$ cat src/rtl/intr_msg_gen.sv
// Interrupt delivery to the host: INTA# level in legacy mode, or one MSI memory
// write per request assertion, with per-vector mask/pending handling and bounded retry.
module intr_msg_gen #(
    parameter int RETRY_MAX      = 3,
    parameter int BACKOFF_CYCLES = 64
) (
    input  logic        clk_i,
    input  logic        rst_i,
    input  logic        intr_request,
    input  logic        msi_enable,
    input  logic        msi_mask,
    input  logic [63:0] msi_addr,
    input  logic [15:0] msi_data,
    input  logic        intx_disable,
    output logic        inta_n_o,
    output logic        msi_pending_o,
    output logic        mst_req_o,
    output logic [63:0] mst_addr_o,
    output logic [31:0] mst_data_o,
    input  logic        mst_ack_i,
    input  logic        mst_done_i,
    input  logic        mst_err_i,
    output logic        msi_fail_o
);

    localparam int RCW = $clog2(RETRY_MAX + 1) < 1 ? 1 : $clog2(RETRY_MAX + 1);
    localparam int BCW = $clog2(BACKOFF_CYCLES + 1) < 1 ? 1 : $clog2(BACKOFF_CYCLES + 1);
    localparam logic [RCW-1:0] RETRY_LIM = RCW'(RETRY_MAX);
    localparam logic [BCW-1:0] BO_LAST   = BCW'(BACKOFF_CYCLES - 1);

    typedef enum logic [2:0] {
        IDLE      = 3'd0,
        REQ       = 3'd1,
        WAIT_DONE = 3'd2,
        BACKOFF   = 3'd3,
        HOLD      = 3'd4
    } state_t;

    // Kept as a plain named signal so checkers can bind to the FSM state.
    state_t         state, state_d;
    logic [RCW-1:0] retry_cnt, retry_cnt_d;
    logic [BCW-1:0] bo_cnt, bo_cnt_d;
    logic           inta_n_d, pend_d, req_d, fail_d;
    logic [63:0]    addr_d;
    logic [31:0]    data_d;

    always_ff @(posedge clk_i or posedge rst_i) begin
        if (rst_i) begin
            state         <= IDLE;
            retry_cnt     <= '0;
            bo_cnt        <= '0;
            inta_n_o      <= 1'b1;
            msi_pending_o <= 1'b0;
            mst_req_o     <= 1'b0;
            mst_addr_o    <= '0;
            mst_data_o    <= '0;
            msi_fail_o    <= 1'b0;
        end else begin
            state         <= state_d;
            retry_cnt     <= retry_cnt_d;
            bo_cnt        <= bo_cnt_d;
            inta_n_o      <= inta_n_d;
            msi_pending_o <= pend_d;
            mst_req_o     <= req_d;
            mst_addr_o    <= addr_d;
            mst_data_o    <= data_d;
            msi_fail_o    <= fail_d;
        end
    end

    always_comb begin
        state_d     = state;
        retry_cnt_d = retry_cnt;
        bo_cnt_d    = bo_cnt;
        pend_d      = msi_pending_o;
        req_d       = mst_req_o;
        addr_d      = mst_addr_o;
        data_d      = mst_data_o;
        fail_d      = 1'b0;
        // Legacy INTA# is suppressed entirely whenever MSI is enabled.
        inta_n_d    = ~(intr_request & ~intx_disable & ~msi_enable);

        unique case (state)
            IDLE: begin
                if (msi_enable && intr_request) begin
                    if (msi_mask) begin
                        pend_d = 1'b1;
                    end else begin
                        addr_d  = msi_addr;
                        data_d  = {16'h0, msi_data};
                        req_d   = 1'b1;
                        state_d = REQ;
                    end
                end else begin
                    // Request withdrawn while masked, or MSI disabled: drop pending.
                    pend_d = 1'b0;
                end
            end
            REQ: begin
                // Never withdrawn once issued, regardless of enable/mask changes.
                if (mst_ack_i) begin
                    req_d   = 1'b0;
                    state_d = WAIT_DONE;
                end
            end
            WAIT_DONE: begin
                if (mst_done_i) begin
                    if (!mst_err_i) begin
                        pend_d      = 1'b0;
                        retry_cnt_d = '0;
                        state_d     = HOLD;
                    end else if (retry_cnt < RETRY_LIM) begin
                        retry_cnt_d = retry_cnt + 1'b1;
                        bo_cnt_d    = '0;
                        state_d     = BACKOFF;
                    end else begin
                        fail_d      = 1'b1;
                        pend_d      = 1'b0;
                        retry_cnt_d = '0;
                        state_d     = HOLD;
                    end
                end
            end
            BACKOFF: begin
                if (!intr_request || !msi_enable) begin
                    retry_cnt_d = '0;
                    if (!msi_enable) pend_d = 1'b0;
                    state_d     = IDLE;
                end else if (bo_cnt == BO_LAST) begin
                    addr_d  = msi_addr;
                    data_d  = {16'h0, msi_data};
                    req_d   = 1'b1;
                    state_d = REQ;
                end else begin
                    bo_cnt_d = bo_cnt + 1'b1;
                end
            end
            HOLD: begin
                // One message per assertion: wait for the level to drop.
                if (!intr_request || !msi_enable) begin
                    if (!msi_enable) pend_d = 1'b0;
                    state_d = IDLE;
                end
            end
            default: state_d = IDLE;
        endcase
    end

endmodule

$ cat config.mk
export PLATFORM = sky130hd
export DESIGN_NAME = intr_msg_gen
export DESIGN_NICKNAME = d
export VERILOG_FILES = /design/src/rtl/intr_msg_gen.sv
export SDC_FILE = /design/constraint.sdc
export NUM_CORES = 1
export LEC_CHECK = 0
export BUFFER_PORTS_ARGS = -buffer_cell sky130_fd_sc_hd__buf_4
export CAP_MARGIN = 40
export CORE_MARGIN = 1
export CORE_UTILIZATION = 46
export CTS_BUF_LIST = sky130_fd_sc_hd__clkbuf_8 sky130_fd_sc_hd__clkbuf_16
export CTS_CLUSTER_SIZE = 12
export DETAILED_ROUTE_END_ITERATION = 8
export PLACE_DENSITY = 0.89
export REMOVE_ABC_BUFFERS = 1
export SYNTH_ARGS = -nofsm -noshare
export SYNTH_HDL_FRONTEND = slang
export SYNTH_SLANG_ARGS = --single-unit
export TNS_END_PERCENT = 50
$ cat constraint.sdc
create_clock -name clk_i -period 3.85 [get_ports clk_i]
set_clock_uncertainty 0.1 [all_clocks]
set_input_delay 0.5775 -clock clk_i [delete_from_list [all_inputs] [get_ports clk_i]]
set_output_delay 0.5775 -clock clk_i [all_outputs]
set_load 0.02 [all_outputs]
-- Yosys cells after proc, flatten, opt, wreduce, memory -nomap -nowiden
Index checks and enable logic that the tools add are counted.
- register bits after elaboration: 112
- input bits: 89
- word-level logic and storage cells: 103
- add/sub/neg operators: 2
- magnitude comparators: 1
- equal/unequal tests: 21
- muxes and demuxes: 49
- bitwise logic cells: 5
- reduce and logical (&&, ||, !) cells: 16
- operator list (kind ; count):
    64-bit 2-to-1 mux ; 4
    32-bit 2-to-1 mux ; 4
    64-bit case mux with 2 select lines ; 1
    32-bit case mux with 2 select lines ; 1
    7-bit 2-to-1 mux ; 5
    3-bit 2-to-1 mux ; 9
    2-bit inequality test (second input constant) ; 12
    6-bit AND reduction ; 4
    1-bit 2-to-1 mux ; 16
    3-bit case mux with 5 select lines ; 1
    7-bit case mux with 2 select lines ; 1
    3-bit inequality test (second input constant) ; 3
    2-bit 2-to-1 mux ; 4
    7-bit by 1-bit adder with 7-bit output (second input constant) ; 1
    7-bit by 6-bit equality test with 1-bit output (second input constant) ; 1
    3-bit by 2-bit equality test with 1-bit output (second input constant) ; 2
    1-bit case mux with 3 select lines ; 2
    3-bit nonzero test ; 2
    5-bit AND reduction ; 1
    2-bit case mux with 2 select lines ; 1
    2-bit nonzero test ; 2
    3-bit by 1-bit equality test with 1-bit output (second input constant) ; 1
    3-bit equality test (second input constant) ; 1
    3-bit zero test ; 1
    10 further kinds ; 14

-- Depth between registers and ports, before layout
- word-level depth: 5
- depth in mapped cells: 6

-- Worst setup path after synthesis
Ideal clock, no wire load.
- path kind: register to register
- start: register bo_cnt[0]
- end: register mst_addr_o[0]
- library setup time: 0.127 ns
- arrival time: 1.944 ns
- required time: 3.623 ns
- slack: 1.678 ns
- stages on the path, launching flop included: 7
- path buffers: 1
- cells stage by stage: dfrtp_1 ha_1 and4_1 nand4_1 a211oi_4 buf_6 mux2_1
- longest elaborated chain between the ends: 3
- RTL lines (what ; line ; text):
    from (decl) ; 42 ; logic [BCW-1:0] bo_cnt, bo_cnt_d;
    from (signal assigned) ; 61 ; bo_cnt <= bo_cnt_d;
    7-bit by 6-bit equality test with 1-bit output ; 129 ; end else if (bo_cnt == BO_LAST) begin
    2-bit inequality test (no line) ; -- ;
    5-bit AND reduction (no line) ; -- ;
    to (signal assigned) ; 65 ; mst_addr_o <= addr_d;
    to (decl) ; 18 ; output logic [63:0] mst_addr_o,
No other way between the ends.
A chain may end at the register's enable or synchronous reset.

-- Worst setup path in the final report
- start: register bo_cnt[0]
- end: register mst_addr_o[60]
Same word-level chain as after synthesis.

==> key figures <==
Outcome
  – Status: finished, final reports clean

Worst setup path
  – Crit path cell chain: ha_1 > and4_1 > nand4_1 > a211oi_4 > buf_4 > mux2_1
  – Critical setup path kind: reg -> reg
  – Crit path DAT: ~2.6 ns
  – Critical Path RT: 3.98 ns
  – Crit-path max FO: between 40 and 50
  – Critical Path End Type: flop
  – Max stage delay on crit path: 0.52 ns
  – Slowest stage cell, crit path: buf_4
  – Startpoint Class: flop

Yosys
  – Post-synthesis sequential element count: 96
  – Simple logic cell fraction of the synthesized area: 6.04%
  – Multiplexer share of the synthesized area: between 20% and 30%
  – Compound-gate portion of the synthesized area: around 5%
  – Post-synthesis cell area: 4040 sq um
  – Yosys top cell area share: 58.9%
  – Xor and xnor area share after synthesis: 0%
  – Area leader, netlist: dfrtp_1
  – Async set-or-reset flop fraction in the synthesized netlist: 100%
  – Main combinational cell family by area after synthesis: multiplexers
  – Count leader, synth: dfrtp_1
  – Post-synth EDFFs: 0
  – Register area share after synthesis: between 50% and 60%
  – Ys flop type: dfrtp_1
  – Syn avg cell area: approximately 14 sq um
  – Top cells by area, synth: dfrtp_1 (59%), mux2_1 (22%), buf_4 (3.0%)
  – Synth Area in Adders: less than 1%
  – Commonest cells in the synthesized netlist: dfrtp_1 (95), mux2_1 (79), buf_4 (16)
  – Distinct cell type count after synthesis: 44
  – Yosys warns: 0
  – Synth Instances: 281

Pwr
  – Clock power frac: 13.9%
  – Worst VDD drop: approximately 0.33 mV
  – Pwr dens: 781 nW/um^2
  – Sw Share: 38.2%
  – Switch Pwr: between 0.0015 and 0.002 W
  – Register share of total power: 41.2%
  – Pint: 0.00266 W
  – Leakage power: about 2.7 nW
  – Combinational group share of total power: 44.9%

Routing
  – DRT iter0 DRCs: 70
  – M1 WL: around 3300 microns
  – Met3 Wirelength: 588 microns
  – DR DRC count: 0
  – Top layer in use: met4
  – Initial DRT Pass Iterations: 4
  – Vias per cell: 5.01
  – Routed Antenna Nets: 0
  – Via count: 2,829
  – DR WL met2: around 4500 microns
  – WL final: around 8500 microns
  – Post-DR wirelength/cell: around 15 microns

Die
  – Die X: around 96 microns
  – # rows: 33
  – Die ar.: 9160 sq um
  – Core Area: ~8300 sq um
  – Initial Util: ~48%
  – Ports: 189
  – Die Y: 95.7 microns

Place
  – DP Cell Count: 549
  – Setup WS pre-CTS: ~1.4 ns
  – Post-DP HPWL: 6410 microns
  – RD Place Congestion: between 0.8 and 0.9
  – IO Port Bufs: 172

Clocking
  – Clock Pin Slew Worst Setup and Hold Paths: 0.10 ns
  – Clock sinks: 96
  – Root Driver: clkbuf_8
  – Clock Latency Late Sink: 0.35 ns
  – Worst-case clock buffer depth: 2
  – CTS Buf Count: 9
  – H-tree depth: 3
  – Cts hold-fix bufs: 0
  – CTS tree: built
  – Setup Buffers After CTS: 0
  – # resized after CTS: 0

Run
  – Max Cap Viol: 0

Timing
  – Worst-Margin Slew: 0.738 ns
  – Worst setup margin: 1.36 ns
  – Pins Over Slew Limit: 0
  – RSZ-0062 raised after global routing: no
  – Hold Fails Final Rpt: 0
  – Hold_ws: 0.139 ns
  – Fmax achieved: 401 MHz
  – Period utilization: approximately 65%
  – Minimum clock period: about 2.5 ns
  – Final Setup Violations: 0
  – Slew headroom: ~50%
  – Setup TNS: 0 ns

Global routing
  – Gr usage total: 18.6%
  – Gr ovfl total: 0
  – Antenna violations before repair: 0
  – Largest net degree at the start of global routing: 47
  – Vias in the first global route: 2,686
  – First-pass GRT wire length: 13,000 microns

Worst hold path
  – Worst hold-check path type: in -> async

Layout
  – Layout fillers: a little under 600
  – Layout cells sized above 1: 42.6%
  – Area growth from synthesis to layout: 36.7%
  – Non-Filler Instances: 565
  – Post-route core utilization: 66.2%
  – Diode count: 0
  – Final net count: 546
layer usage:
layer | global-route usage, % | vias to the layer above
li1 | - | 1320
met1 | 22.3 | 1380
met2 | 32.3 | 114
met3 | 4.50 | 15
met4 | 7.34 | 0
met5 | 0 | -
final cells by class:
cell class | count | area, sq um | area share (%)
Clock buffer | 10 | 138 | 2.49
Multi-Input combinational cell | 170 | 1460 | 26.4
Tap cell | 105 | 131 | 2.38
Clock inverter | 6 | 45.0 | 0.816
Timing Repair Buffer | 176 | 1330 | 24.2
Sequential cell | 96 | 2400 | 43.5
Inverter | 2 | 10.0 | 0.181
power groups by stage:
stage                     sequential, W  clock [W]  combinational, W
after floorplan                 0.00229          0          0.000526
after global placement          0.00177          0           0.00190
after detailed placement        0.00180          0           0.00196
after CTS                       0.00178   0.000625           0.00196
after global routing            0.00185   0.000667           0.00207
final                           0.00178   0.000598           0.00194
through the flow:
step / area (sq um) / total power (W)
finish: 5520 / 0.00431
global route: 5520 / 0.00459
CTS: 5520 / 0.00436
detailed placement: 5340 / 0.00376
global placement: 5320 / 0.00367
floorplan: 3870 / 0.00281
final timing paths:
| check | start | to | slack [ns] | depth (start not counted) |
|---|---|---|---|---|
| worst max-delay path | bo_cnt[0] | mst_addr_o[60] | 1.36 | 6 |
| worst min-delay path | rst_i | mst_addr_o[51] | 0.14 | 2 |
| worst max register to register | bo_cnt[0] | mst_addr_o[60] | 1.36 | 6 |
| worst min register to register | mst_addr_o[12] | mst_addr_o[12] | 0.39 | 1 |
| max in group asynchronous | rst_i | inta_n_o | 2.86 | 3 |
| min in group clk_i | intr_request | inta_n_o | 0.27 | 2 |
cells in the final DEF (no fill, tap or decap), types with 2 or more instances in the layout:
master      Yosys  layout
nand2_1         7       7
and3_1          4       4
nand3b_1        2       2
inv_1           2       2
conb_1          1      16
a211o_1         3       3
a21oi_1         5       5
and3b_1         2       2
a21o_1          3       3
nor4_1          3       3
nand3_1         4       4
ha_1            2       2
clkbuf_8        0      10
mux2_1         79      79
dfrtp_1        95      95
clkinv_4        0       2
nor2_1          8       8
nor2b_1         4       4
o21ai_0         4       4
clkinvlp_4      0       2
mux2_2          2       2
buf_4          16     175
worst max-delay path, delay by kind of cell (launching register included):
family	cells	cell delay, ns
compound gates	1	0.30
fa+ha+maj	1	0.20
buf+inv	1	0.52
flops	1	0.39
mux	1	0.39
simple gates	2	0.43
logic make-up after synthesis:
kind of cell               count (synthesis)
other                                      1
muxes                                     82
and+or+nand+nor                           43
DFF                                       96
buffers and inverters                     30
AOI/OAI and AO/OA                         27
adders and majority gates                  2
flip-flops by register name (all words and copies together), names as in the netlist:
name	cells
state	3
mst_addr_o	64
mst_data_o	16
mst_req_o	1
msi_fail_o	1
bo_cnt	7
msi_pending_o	1
inta_n_o	1
retry_cnt	2
(Power assumes the default switching activity.)
